**src/rtl/ccff_chain_loader.sv**
```systemverilog
// Configuration-chain loader: serialises valid/ready bitstream words MSB-first onto a ccff chain,
// with an optional recirculating verify pass against a shadow copy of the loaded image.
module ccff_chain_loader #(
  parameter int  CHAIN_LEN = 36,
  parameter int  WORD_W    = 8,
  localparam int CNT_W     = $clog2(CHAIN_LEN + 1)
) (
  input  logic              prog_clk,
  input  logic              pReset,
  input  logic              start,
  input  logic              verify_en,
  input  logic [WORD_W-1:0] cfg_data,
  input  logic              cfg_valid,
  output logic              cfg_ready,
  output logic              ccff_head,
  output logic              ccff_shift_en,
  input  logic              ccff_tail,
  output logic              busy,
  output logic              done,
  output logic              cfg_err,
  output logic [CNT_W-1:0]  bit_count
);

  localparam int BW = $clog2(WORD_W + 1);
  localparam int AW = (CNT_W > BW) ? CNT_W : BW;

  typedef enum logic [1:0] {S_IDLE, S_LOAD, S_VERIFY, S_DONE} state_t;

  state_t                r_state;
  state_t                w_state_nxt;
  logic [WORD_W-1:0]     r_buf;
  logic [BW-1:0]         r_buf_cnt;
  logic [AW-1:0]         r_acc;
  logic [CHAIN_LEN-1:0]  r_shadow;
  logic [CNT_W-1:0]      r_bit_cnt;
  logic                  r_verify;
  logic                  r_err;

  logic                  w_load_shift;
  logic                  w_last;
  logic                  w_accept;
  logic [AW-1:0]         w_remain;
  logic [AW-1:0]         w_take;

  // The final word only contributes the bits still missing from the chain; its surplus LSBs never shift.
  assign w_remain     = AW'(CHAIN_LEN) - r_acc;
  assign w_take       = (w_remain > AW'(WORD_W)) ? AW'(WORD_W) : w_remain;
  assign w_load_shift = (r_state == S_LOAD) && (r_buf_cnt != '0);
  assign w_last       = (r_bit_cnt == CNT_W'(CHAIN_LEN - 1));
  assign w_accept     = cfg_valid && cfg_ready;
  assign bit_count    = r_bit_cnt;
  assign cfg_err      = r_err;

  always_ff @(posedge prog_clk or posedge pReset) begin
    if (pReset) begin
      r_state <= S_IDLE;
    end else begin
      r_state <= w_state_nxt;
    end
  end

  always_comb begin
    w_state_nxt   = r_state;
    cfg_ready     = 1'b0;
    ccff_shift_en = 1'b0;
    ccff_head     = 1'b0;
    busy          = 1'b0;
    done          = 1'b0;
    case (r_state)
      S_IDLE: begin
        if (start) begin
          w_state_nxt = S_LOAD;
        end
      end
      S_LOAD: begin
        busy      = 1'b1;
        cfg_ready = (r_buf_cnt <= BW'(1)) && (r_acc < AW'(CHAIN_LEN));
        if (w_load_shift) begin
          ccff_shift_en = 1'b1;
          ccff_head     = r_buf[WORD_W-1];
          if (w_last) begin
            w_state_nxt = r_verify ? S_VERIFY : S_DONE;
          end
        end
      end
      S_VERIFY: begin
        busy          = 1'b1;
        ccff_shift_en = 1'b1;
        ccff_head     = ccff_tail;
        if (w_last) begin
          w_state_nxt = S_DONE;
        end
      end
      S_DONE: begin
        done        = 1'b1;
        w_state_nxt = S_IDLE;
      end
      default: begin
        w_state_nxt = S_IDLE;
      end
    endcase
  end

  always_ff @(posedge prog_clk or posedge pReset) begin
    if (pReset) begin
      r_buf     <= '0;
      r_buf_cnt <= '0;
      r_acc     <= '0;
      r_shadow  <= '0;
      r_bit_cnt <= '0;
      r_verify  <= 1'b0;
      r_err     <= 1'b0;
    end else begin
      if ((r_state == S_IDLE) && start) begin
        r_verify  <= verify_en;
        r_err     <= 1'b0;
        r_bit_cnt <= '0;
        r_acc     <= '0;
        r_buf_cnt <= '0;
      end
      if (ccff_shift_en) begin
        if (w_last) begin
          r_bit_cnt <= ((r_state == S_LOAD) && r_verify) ? '0 : CNT_W'(CHAIN_LEN);
        end else begin
          r_bit_cnt <= r_bit_cnt + CNT_W'(1);
        end
      end
      if (w_load_shift) begin
        r_shadow <= {r_shadow[CHAIN_LEN-2:0], r_buf[WORD_W-1]};
      end
      // Rotating the shadow keeps it aligned with the recirculating chain.
      if (r_state == S_VERIFY) begin
        r_shadow <= {r_shadow[CHAIN_LEN-2:0], r_shadow[CHAIN_LEN-1]};
        if (ccff_tail != r_shadow[CHAIN_LEN-1]) begin
          r_err <= 1'b1;
        end
      end
      if (w_accept) begin
        r_buf     <= cfg_data;
        r_buf_cnt <= w_take[BW-1:0];
        r_acc     <= r_acc + w_take;
      end else if (w_load_shift) begin
        r_buf     <= r_buf << 1;
        r_buf_cnt <= r_buf_cnt - BW'(1);
      end
    end
  end

endmodule

```
**config.mk**
```make
export PLATFORM = sky130hd
export DESIGN_NAME = ccff_chain_loader
export DESIGN_NICKNAME = d
export VERILOG_FILES = /design/src/rtl/ccff_chain_loader.sv
export SDC_FILE = /design/constraint.sdc
export NUM_CORES = 1
export LEC_CHECK = 0
export BUFFER_PORTS_ARGS = -buffer_cell sky130_fd_sc_hd__buf_2
export CAP_MARGIN = 40
export CORE_MARGIN = 2
export CORE_UTILIZATION = 50
export DETAILED_ROUTE_END_ITERATION = 8
export PLACE_DENSITY = 0.78
export SLEW_MARGIN = 20
export SYNTH_ARGS = -nofsm -noshare
export SYNTH_HDL_FRONTEND = slang
export SYNTH_SLANG_ARGS = --single-unit
```
**constraint.sdc**
```tcl
create_clock -name prog_clk -period 3.4 [get_ports prog_clk]
set_clock_uncertainty 0.15 [all_clocks]
set_input_delay 0.17 -clock prog_clk [delete_from_list [all_inputs] [get_ports prog_clk]]
set_output_delay 0.17 -clock prog_clk [all_outputs]
set_load 0.01 [all_outputs]
```
Word level (Yosys, flattened, before mapping)
Index checks and enable logic that the tools add are counted.

Multiplexer cells: 29. Reduce and logical (&&, ||, !) cells: 14. $add $sub $neg: 4. Equal/unequal tests: 9. Magnitude comparators: 3.

Operators with widths (number): two-way mux 36 bit (2); two-way mux 6 bit (6); two-way mux 8 bit (2); two-way mux 4 bit (3); two-way mux 1 bit (9); two-way mux 2 bit (4); != test 2 bit (second input constant) (4); case mux 2 bit (4 select lines) (1); nonzero test 2 bit (4); adder 6 x 1 -> 6 bit (second input constant) (1); adder 6 bit (1); == test 6 bit (second input constant) (1); greater-than comparator 6 x 4 -> 1 bit (second input constant) (1); less-than comparator 6 bit (second input constant) (1); subtractor 6 bit (first input constant) (1); logical AND 1 bit (5); == test 2 bit (second input constant) (2); <= comparator 4 x 1 -> 1 bit (second input constant) (1); case mux 1 bit (2 select lines) (2); AND reduction 4 bit (1); nonzero test 4 bit (1); subtractor 4 x 1 -> 4 bit (second input constant) (1); nonzero test 3 bit (1); == test 2 x 1 -> 1 bit (second input constant) (1); 3 further kinds (3).

Logic and storage cells: 67. Input bits: 14. Output and inout bits: 12. Register bits after elaboration: 64.

Longest topological paths before layout
Gate-level depths: netlist of the first run.

Depth after elaboration: 5. Gate-level depth with buffers: 13. Mapped depth without buffers: 12.

Worst setup path after synthesis of the first run
OpenSTA, ideal clock, no wires.

Path kind: reg-to-reg. From: register r_acc[1]. To: register r_acc[3]. Buffers on the path: 1. Required time: 3160 ps. Arrival: 2852 ps. Stages on the path, launching flop included: 14. Setup slack: 308 ps. Setup time: 90 ps. Clock period less this slack: 3092 ps. Cells stage by stage: dfrtp_1 > inv_1 > ha_1 > clkbuf_1 > and4bb_2 > a311oi_1 > o211ai_1 > nand2_1 > inv_1 > ha_1 > a211oi_1 > a311oi_1 > or2_2 > o221ai_1.

Cells in the longest elaborated chain, start to end: 5. Elaborated cells between the ends (all ways): 10. Those cells by class: add/sub: 2; order compare: 2; mux: 3; reduce/logical: 3.

Ends and longest elaborated chain: from (decl) (RTL line 33) `logic [AW-1:0] r_acc;`; from (signal assigned) (RTL line 141) `r_acc <= r_acc + w_take;`; subtractor 6 bit / less-than comparator 6 bit (equally long branches) (RTL line 46, 77); greater-than comparator 6 x 4 -> 1 bit / logical AND 1 bit (equally long branches) (RTL line 47, 77); two-way mux 6 bit / two-way mux 1 bit (equally long branches) (RTL line 47, 69); adder 6 bit / logical AND 1 bit (equally long branches) (RTL line 141, 50); two-way mux 6 bit / nonzero test 2 bit (equally long branches).

Several ways; a longest one is shown, not always the timed one. A chain may end at the register's enable or synchronous reset.

Worst setup path in the final report of the first run
From: register r_acc[0]. To: register r_acc[3].

Same word-level chain as after synthesis.

==> results of run 1 <==
layout make-up:
type	count	area, sq um	area share [%]
inverters	16	60.1	1.52
flip-flops and latches	64	1600	40.5
repair buffers	43	298	7.53
multi-input cells	218	1700	43.0
clock inverters	7	71.3	1.80
clock buffers	9	124	3.13
well taps	80	100	2.53
critical path: cells and delay by family, from the launching register on:
kind,cells,cell delay (ns)
adder cells (fa/ha/maj),2,0.56
buffers and inverters,2,0.22
AO/OA/AOI/OAI,4,0.66
flip-flops,1,0.42
AND/OR/NAND/NOR,4,1.06
power groups by stage:
stage / Clock (mW) / Combinational (mW) / Sequential [mW]
floorplan: 0 / 1.46 / 1.25
global placement: 0 / 1.67 / 1.32
detailed placement: 0 / 1.72 / 1.34
CTS: 0.658 / 1.74 / 1.33
global route: 0.687 / 1.97 / 1.37
finish: 0.637 / 1.77 / 1.33
cell families (layout without fill, tap and decap cells):
kind of cell / count (synthesis) / in the layout
and+or+nand+nor: 81 / 81
AOI/OAI and AO/OA: 70 / 70
DFF: 64 / 64
muxes: 48 / 48
buffers and inverters: 32 / 75
adders and majority gates: 14 / 14
xor gates and xnor gates: 4 / 4
other: 1 / 1
metal layers:
layer / up-vias / GRT usage (%) / share of wire [%]
met1: 1221 / 24.0 / 45
met3: 4 / 5.21 / 4.3
met2: 65 / 29.1 / 50
met5: - / 0 / 0
met4: 0 / 5.68 / 0.56
li1: 1200 / - / -
synthesized netlist by cell type (7+ instances only):
cell     count
a21oi_1      9
buf_2        8
dfrtp_1     64
ha_1        13
inv_1       16
mux2_2      38
mux2i_1     10
nand2_1     22
nand3_1     11
nor2_1      10
nor2b_1      7
o21ai_0     19
what timing repair did:
item | CTS | global route
hold buffers | 10 | 0
setup endpoints to repair | 0 | 2
resized for setup | 0 | 3
hold endpoints to repair | 28 | 0
setup buffers | 0 | 2
per-stage QoR:
| step | utilization [%] | power [mW] |
|---|---|---|
| 6_report | 58.9 | 3.73 |
| 5_1_grt | 58.9 | 4.03 |
| 2_1_floorplan | - | 2.71 |
| 3_5_place_dp | 54.1 | 3.06 |
| 3_3_place_gp | 53.8 | 2.99 |
| 4_1_cts | 58.5 | 3.72 |
worst paths after layout:
check | cells past startpoint | start | end | slack (ns)
max in group asynchronous | 4 | pReset | r_shadow[3] | 2.25
max | 12 | r_acc[0] | r_acc[3] | 0.26
min reg2reg | 1 | r_shadow[29] | r_shadow[30] | 0.35
min | 3 | ccff_tail | cfg_err | 0.06
min in group asynchronous | 3 | pReset | r_shadow[19] | 0.25
max reg2reg | 12 | r_acc[0] | r_acc[3] | 0.26
flip-flops by register name (all words and copies together) (netlist names):
signal	cells
r_shadow	36
r_verify	1
bit_count	6
r_state	2
r_acc	6
r_buf	8
cfg_err	1
r_buf_cnt	4
==> impl_metrics.toml, run 1 <==
[synthesis]
synth_top_flop_cell = "dfrtp_1"
syn_area_sq_um = 3440
synth_top_area_share_pct = 46.6
synth_cell_type_count = 58
synth_mux_area_share_pct = 15.4
ys_seq_area_share_pct = 46.6
synthesis.nets = 342
syn_avg_cell_area_sq_um = 10.9
synth_xor_area_share_pct = 1.02
synth_top_family_by_area = "multiplexers"
synth-edff-count = 0
yosys_warnings = 0
synthArstFlopShare_pct = 100
synth_adder_area_share_pct = 5.32
synth_compound_area_share_pct = 14.4
syn-instance-count = 314
synth_top_area_cell = "dfrtp_1"
synth_area_leaders = "dfrtp_1 (47%), mux2_2 (12%), ha_1 (4.7%)"
yosys.area_share.simple_pct = 12.9
ys_seq_elements = 64

[routing]
firstDrtPassIters = 7
drc = 0
drt-initial-drc-count = 195
routedWlPerCell_microns = 14.8
ant_nets = 0
viasPerCell = 5.70
vias = 2490
wirelength_mm = 6.48

[placement]
place_hpwl_mm = 4.48
finalWeightedCongestion = 0.829
dpl-instance-area_sq_um = 3630
placed_cells = 409
dp_slack_ns = 0.116
port_buffers = 25

[finish]
fillers = 554
syn2layout_area_growth_pct = 15.1
layout_common_cells = "dfrtp_1 (63), mux2_2 (38), buf_2 (25), nand2_1 (22), o21ai_0 (19)"
layout-drive-gt1-share_pct = 29.1
final_common_cell = "dfrtp_1"
antennaDiodeCount = 0
nNetsFinal = 380
final_area_sq_um = 3960
fin_cells = 437

[floorplanning]
initial_core_util_pct = 51.1
die_h_microns = 86.9
pin_count = 26
die_x_microns = 86.9
core_sq_um = 6720
dieArea_sq_um = 7550
rows = 30

[timing]
clock.fmax_mhz = 319
rsz0062_at_grt = "no"
finalSetupTns_ns = 0
worst_slack_ns = 0.264
fin_crit_ns = 3.14
holdWs_ns = 0.0608
drv_slew = 0
setup_viol = 0
period_share_pct = 92.2
hold_viol = 0

[critical_path]
path_cells = "inv_1 > ha_1 > nand4bb_1 > or3_1 > o211ai_1 > nand2_1 > inv_1 > ha_1 > a211oi_2 > a311oi_1 > or2_2 > o221ai_1"
slowest_stage = "dfrtp_2"
end_kind = "flop"
worstPathRequired_ns = 3.50
slowest_delay_ns = 0.42
worstSetupPathType = "reg -> reg"
cp-start-kind = "flop"
arrival_ns = 3.24
crit_fanout = 8

[cts]
clk_transition_reported_paths_ns = 0.08
clock_latency_ns = 0.33
cts_buffers = 9
cts_sinks = 64
cts_tree = "done"
clockRootBuffer = "clkbuf_8"
clock_path_buffers = 2
htreeDepth = 3

[grt]
grt_remaining_overflow = 0
grt_max_degree = 34
grt_pass1_wl_mm = 10.9
antenna_found_initial = 0
grt_usage_pct = 18.2
grt_pass1_vias = 2394

[power]
power_density_nw_per_um2 = 944
seqPwrFrac_pct = 35.6
intPower_mw = 2.30
p_sw_share_pct = 38.3
p_clk_share_pct = 17.1
vdd_drop_max_uv = 523
p_switching_mw = 1.43
power_leakage_nw = 1.86
power_frac_comb_pct = 47.4

[run_status]
outcome = "finished clean"

[hold_path]
holdCritPathClass = "in -> reg"

[flow_run]
cap_violations = 0
Note: power is estimated with default switching activity, not from simulation.
==> run 2, diff against run 1 <==
--- a/config.mk
+++ b/config.mk
@@ -5,8 +5,8 @@
 export SDC_FILE = /design/constraint.sdc
 export NUM_CORES = 1
 export LEC_CHECK = 0
+export ABC_AREA = 1
 export BUFFER_PORTS_ARGS = -buffer_cell sky130_fd_sc_hd__buf_2
-export CAP_MARGIN = 40
 export CORE_MARGIN = 2
 export CORE_UTILIZATION = 50
 export DETAILED_ROUTE_END_ITERATION = 8
==> constraint.sdc (replaced) <==
create_clock -name prog_clk -period 3.6 [get_ports prog_clk]
set_clock_uncertainty 0.15 [all_clocks]
set_input_delay 0.18 -clock prog_clk [delete_from_list [all_inputs] [get_ports prog_clk]]
set_output_delay 0.18 -clock prog_clk [all_outputs]
set_load 0.01 [all_outputs]
==> run 2 against run 1 <==
- power decreased by 20%
- area after synthesis shrank 6.7%
- global-route usage increased by 0.32 points
- non-clock buffer count shrank 5
- setup slack better by 0.71 ns
- critical path depth rose by 9
- sequential cell count unchanged
- critical path type unchanged
- critical endpoint is now r_acc[5]
- largest cell class is now sequential cells
- largest power group unchanged
==> impl_metrics.toml, run 2 <==
[cts]
cts_tree = "done"
postCtsSetupRepairBufs = 0
clockRootBuffer = "clkbuf_8"
clock_path_buffers = 2
cts_buffers = 9
htreeDepth = 3
clock_latency_ns = 0.33
clk_transition_reported_paths_ns = 0.08
cts_sinks = 64

[hold_path]
holdCritPathClass = "in -> reg"

[routing]
drc = 0
wirelength_mm = 5.97
viasPerCell = 5.05
firstDrtPassIters = 4
drt-initial-drc-count = 172
ant_nets = 0
routedWlPerCell_microns = 11.8
vias = 2562

[synthesis]
synth_top_area_cell = "dfrtp_1"
synth_top_area_share_pct = 49.9
ys_seq_elements = 64
synth-edff-count = 0
synthesis.nets = 415
syn-instance-count = 387
synthTopCellsByCount = "nand2_1 (148), dfrtp_1 (64), inv_1 (35)"
yosys_warnings = 0
synth_cell_type_count = 35
yosys.cell_count.top_type = "nand2_1"
ys_seq_area_share_pct = 49.9
synthArstFlopShare_pct = 100
synth_area_leaders = "dfrtp_1 (50%), nand2_1 (17%), ha_1 (5.1%)"
syn_avg_cell_area_sq_um = 8.29
synth_top_flop_cell = "dfrtp_1"
syn_area_sq_um = 3210

[timing]
rsz0062_at_grt = "no"
fin_crit_ns = 2.62
drv_slew = 0
holdWs_ns = 0.0602
period_share_pct = 72.9
clock.fmax_mhz = 381
relSlewSlack_pct = 43.2
setup_viol = 0
worst_pin_slew_ns = 0.851
hold_viol = 0
finalSetupTns_ns = 0

[finish]
antennaDiodeCount = 0
syn2layout_area_growth_pct = 15.5
layout-drive-gt1-share_pct = 16.3
layout_common_cells = "nand2_1 (148), dfrtp_1 (64), inv_1 (34), buf_2 (25), o21ai_0 (23)"
final_common_cell = "nand2_1"
nNetsFinal = 453
final_area_sq_um = 3700
largest_reg_flops = 36
largestRegisters = "r_shadow: 36 flops, r_buf: 8 flops"
post-route-util_pct = 59.0
top_register = "r_shadow"

[floorplanning]
core_sq_um = 6280
pin_count = 26
rows = 29
die_x_microns = 84.1
initial_core_util_pct = 51.1
die_h_microns = 84.1
dieArea_sq_um = 7070

[critical_path]
cp-start-kind = "flop"
crit_fanout = 5
worstSetupPathType = "reg -> reg"
worstPathRequired_ns = 3.68
end_kind = "flop"
arrival_ns = 2.71

[grt]
grt_remaining_overflow = 0
grt_max_degree = 43
grt_usage_pct = 18.5
antenna_found_initial = 0
grt_pass1_vias = 2471
grt_pass1_wl_mm = 10.7

[power]
power_leakage_nw = 1.98
power_density_nw_per_um2 = 802
p_total_mw = 2.97
vdd_drop_max_uv = 428

[placement]
finalWeightedCongestion = 0.849
port_buffers = 25
dpl-instance-area_sq_um = 3400
place_hpwl_mm = 4.15

[run_status]
outcome = "finished clean"

[flow_run]
cap_violations = 0
run 2: cell families (layout without fill, tap and decap cells):
| kind of cell | after synthesis | after routing | share of synthesized area (%) |
|---|---|---|---|
| XOR/XNOR | 5 | 5 | 1.37 |
| adder cells (fa/ha/maj) | 14 | 14 | 5.70 |
| other | 1 | 1 | 0.117 |
| buffers and inverters | 51 | 94 | 6.36 |
| flip-flops | 64 | 64 | 49.9 |
| AO/OA/AOI/OAI | 48 | 48 | 9.36 |
| multiplexers | 1 | 1 | 0.351 |
| AND/OR/NAND/NOR | 203 | 203 | 26.8 |
run 2: metrics by stage:
step	instances	setup slack (ns)
3_3_place_gp	481	1.05
2_1_floorplan	387	1.18
4_1_cts	507	0.964
5_1_grt	507	0.669
6_report	507	0.975
3_5_place_dp	481	0.974
run 2: worst paths after layout:
path                              from      endpoint  slack [ns]  cells after the start
hold / removal               ccff_tail       cfg_err        0.06                      3
setup / recovery              r_acc[1]      r_acc[5]        0.98                     21
max in group asynchronous       pReset   r_shadow[2]        2.04                      4
hold reg to reg            r_shadow[2]   r_shadow[3]        0.31                      2
setup reg to reg              r_acc[1]      r_acc[5]        0.98                     21
min in group asynchronous       pReset  r_shadow[23]        0.41                      3
run 2: cell type report:
type                            instances  area (sq um)
Tap cell                               77          96.3
Inverter                               40           150
Clock buffer                            9           124
Clock inverter                          7          78.8
Timing Repair Buffer                   38           248
Multi-Input combinational cell        272          1400
Fill cell                             551          2570
Sequential cell                        64          1600
run 2: critical path, stage by stage, from the launching register on:
cell,delay (ns)
dfrtp_1,0.43
inv_2,0.10
ha_1,0.18
inv_1,0.06
nand2_2,0.10
nand3_1,0.09
nand2_2,0.08
nand2_2,0.08
nor2_8,0.13
nand2_4,0.08
nor2_1,0.22
ha_1,0.28
nand4_1,0.09
nand2_1,0.05
nand2_1,0.07
nand2_2,0.06
nand2_2,0.07
nand2_2,0.05
nand2_1,0.05
nand2_1,0.04
nand2_1,0.06
inv_1,0.04
run 2: routing by layer:
metal  global-route usage, %  wire [microns]
met1                    25.8            2930
met2                    29.0            2700
met3                    3.86             275
met4                    6.16              64
met5                       0               0
run 2: repair_timing:
action | CTS | global route
endpoints found under the hold margin | 50 | 0
hold buffers | 10 | 0
gates resized for setup | 0 | 0
run 2: where the power goes:
part | switching (mW) | internal, mW | leakage, nW
Sequential | 0.143 | 0.935 | 0.862
Combinational | 0.845 | 0.430 | 1.03
Clock | 0.293 | 0.325 | 0.0925
Total | 1.28 | 1.69 | 1.98
==> run 3, diff against run 2 <==
==> constraint.sdc (replaced) <==
create_clock -name prog_clk -period 2.7 [get_ports prog_clk]
set_clock_uncertainty 0.15 [all_clocks]
set_input_delay 0.135 -clock prog_clk [delete_from_list [all_inputs] [get_ports prog_clk]]
set_output_delay 0.135 -clock prog_clk [all_outputs]
set_load 0.01 [all_outputs]
==> run 3 against run 2 <==
- cell area grew 1.3%
- final cell count increased by 0.79%
- critical path depth stayed put
- first-iteration DRC count fell by 26%
- global-route usage grew 0.27 points
- fmax increased by 6.3%
- routed wire length rose by 2.2%
- clock power grew 33%
- hold slack better by 0.032 ns
- utilization up 0.76 points
- largest cell class unchanged
- highest routed layer unchanged
==> impl_metrics.toml, run 3 (synthesized netlist as in run 2, its figures left out) <==
[grt]
grt_pass1_vias = 2525
grt_pass1_wl_mm = 10.8
grt_remaining_overflow = 0
grt_usage_pct = 18.8
antenna_found_initial = 0
grt_max_degree = 65

[critical_path]
r2r_setup_slack_ns = 0.23
slowest_stage = "dfrtp_1"
crit_fanout = 5
worstSetupPathType = "reg -> reg"
worstPathRequired_ns = 2.79
slowest_delay_ns = 0.40
critPathMostFrequentCell = "nand2_2"
rr_worst_depth = 21
rr_endpoint = "r_acc[5]"
end_kind = "flop"
path_cells = "inv_2 > ha_1 > inv_1 > nand2_2 > nand3_1 > nand2_2 > nand2_2 > nor2_8 > nand2_4 > nor2_2 > ha_1 > nand4_1 > nand2_1 > nand2_1 > nand2_2 > nand2_2 > nand2_2 > nand2_1 > nand2_1 > nand2_1 > inv_1"
r2r-start = "r_acc[0]"
cp-start-kind = "flop"
arrival_ns = 2.56

[timing]
hold_viol = 0
worst_pin_slew_ns = 0.518
period_share_pct = 91.5
finalSetupTns_ns = 0
worst_slack_ns = 0.230
relSlewSlack_pct = 65.4
holdWs_ns = 0.0924
drv_slew = 0
fin_crit_ns = 2.47
clock.fmax_mhz = 405
setup_viol = 0

[routing]
firstDrtPassIters = 4
viasPerCell = 5.03
wirelength_mm = 6.11
drc = 0
vias = 2569
routed-wl-met2_mm = 2.89
drt-initial-drc-count = 127
wl_met3_microns = 184
met1_length_mm = 2.90
highest_layer = "met4"
routedWlPerCell_microns = 11.9
ant_nets = 0

[power]
power_frac_comb_pct = 43.2
p_sw_share_pct = 43.2
power_leakage_nw = 2.01
p_clk_share_pct = 20.7
p_switching_mw = 1.72
intPower_mw = 2.27
vdd_drop_max_uv = 662
seqPwrFrac_pct = 36.1
p_total_mw = 3.99
power_density_nw_per_um2 = 1060

[cts]
clk_transition_reported_paths_ns = 0.07
clockRootBuffer = "clkbuf_8"
cts_tree = "done"
htreeDepth = 3
clock_path_buffers = 2
clock_latency_ns = 0.34
cts_sinks = 64
cts_buffers = 9

[placement]
place_hpwl_mm = 4.09
port_buffers = 25
finalWeightedCongestion = 0.865
dp_slack_ns = 0.159

[run_status]
outcome = "finished clean"

[finish]
syn2layout_area_growth_pct = 16.9
final_common_cell = "nand2_1"
layout_common_cells = "nand2_1 (148), dfrtp_1 (64), inv_1 (34), buf_2 (25), o21ai_0 (23)"
antennaDiodeCount = 0
nNetsFinal = 457
largestRegisters = "r_shadow: 36 flops, r_buf: 8 flops"
layout-drive-gt1-share_pct = 17.1
largest_reg_flops = 36
top_register = "r_shadow"

[floorplanning]
die_x_microns = 84.1
initial_core_util_pct = 51.1
dieArea_sq_um = 7070
rows = 29
pin_count = 26
die_h_microns = 84.1
core_sq_um = 6280

[hold_path]
holdCritPathClass = "in -> reg"
hold_path_end = "r_acc[3]"
hold_depth = 4
min-delay-start = "cfg_valid"

[flow_run]
cap_violations = 0
==> run 3: per-stage QoR <==
stage | cells | instance area, sq um | utilization, %
after global routing | 511 | 3750 | 59.7
after global placement | 483 | 3430 | 54.6
final | 511 | 3750 | 59.7
after detailed placement | 483 | 3430 | 54.6
after floorplan | 387 | 3210 | -
after CTS | 510 | 3740 | 59.6
==> run 3: repair_timing <==
action                                 4_1_cts  5_1_grt
endpoints found under the hold margin       74        0
resized for setup                            0        1
setup buffers                                0        1
hold buffers                                11        0
setup endpoints to repair                    0        1
==> run 3: worst max path at each step <==
stage	start	end	slack, ns	cells after the start
finish	r_acc[0]	r_acc[5]	0.23	21
global route	r_acc[0]	r_acc[5]	-0.0006	21
CTS	r_acc[1]	r_acc[5]	0.15	21
detailed placement	r_acc[1]	r_acc[5]	0.16	21
global placement	r_acc[1]	r_acc[5]	0.27	21
floorplan	r_acc[1]	r_acc[5]	0.28	21
==> run 3: power groups by stage <==
stage | Sequential, mW | Clock, mW | Combinational [mW]
4_1_cts | 1.44 | 0.858 | 1.73
5_1_grt | 1.47 | 0.893 | 1.98
3_5_place_dp | 1.45 | 0 | 1.71
2_1_floorplan | 1.42 | 0 | 1.34
3_3_place_gp | 1.44 | 0 | 1.66
6_report | 1.44 | 0.825 | 1.72
==> run 3: layer usage <==
layer	up-vias	global-route usage, %
met5	-	0
met4	0	7.77
met3	15	3.96
met2	44	30.2
met1	1191	24.7
li1	1319	-
==> run 3: layout make-up <==
cell class | instances | area, sq um
Fill cell | 540 | 2530
Tap cell | 77 | 96.3
Clock inverter | 7 | 78.8
Timing Repair Buffer | 42 | 293
Multi-Input combinational cell | 272 | 1410
Clock buffer | 9 | 124
Sequential cell | 64 | 1600
Inverter | 40 | 150
==> run 3: critical path, delay by kind of cell, from the launching register on <==
family,cells,cell delay [ns]
buffers and inverters,3,0.18
flip-flops,1,0.40
AND/OR/NAND/NOR,16,1.19
adder cells (fa/ha/maj),2,0.44
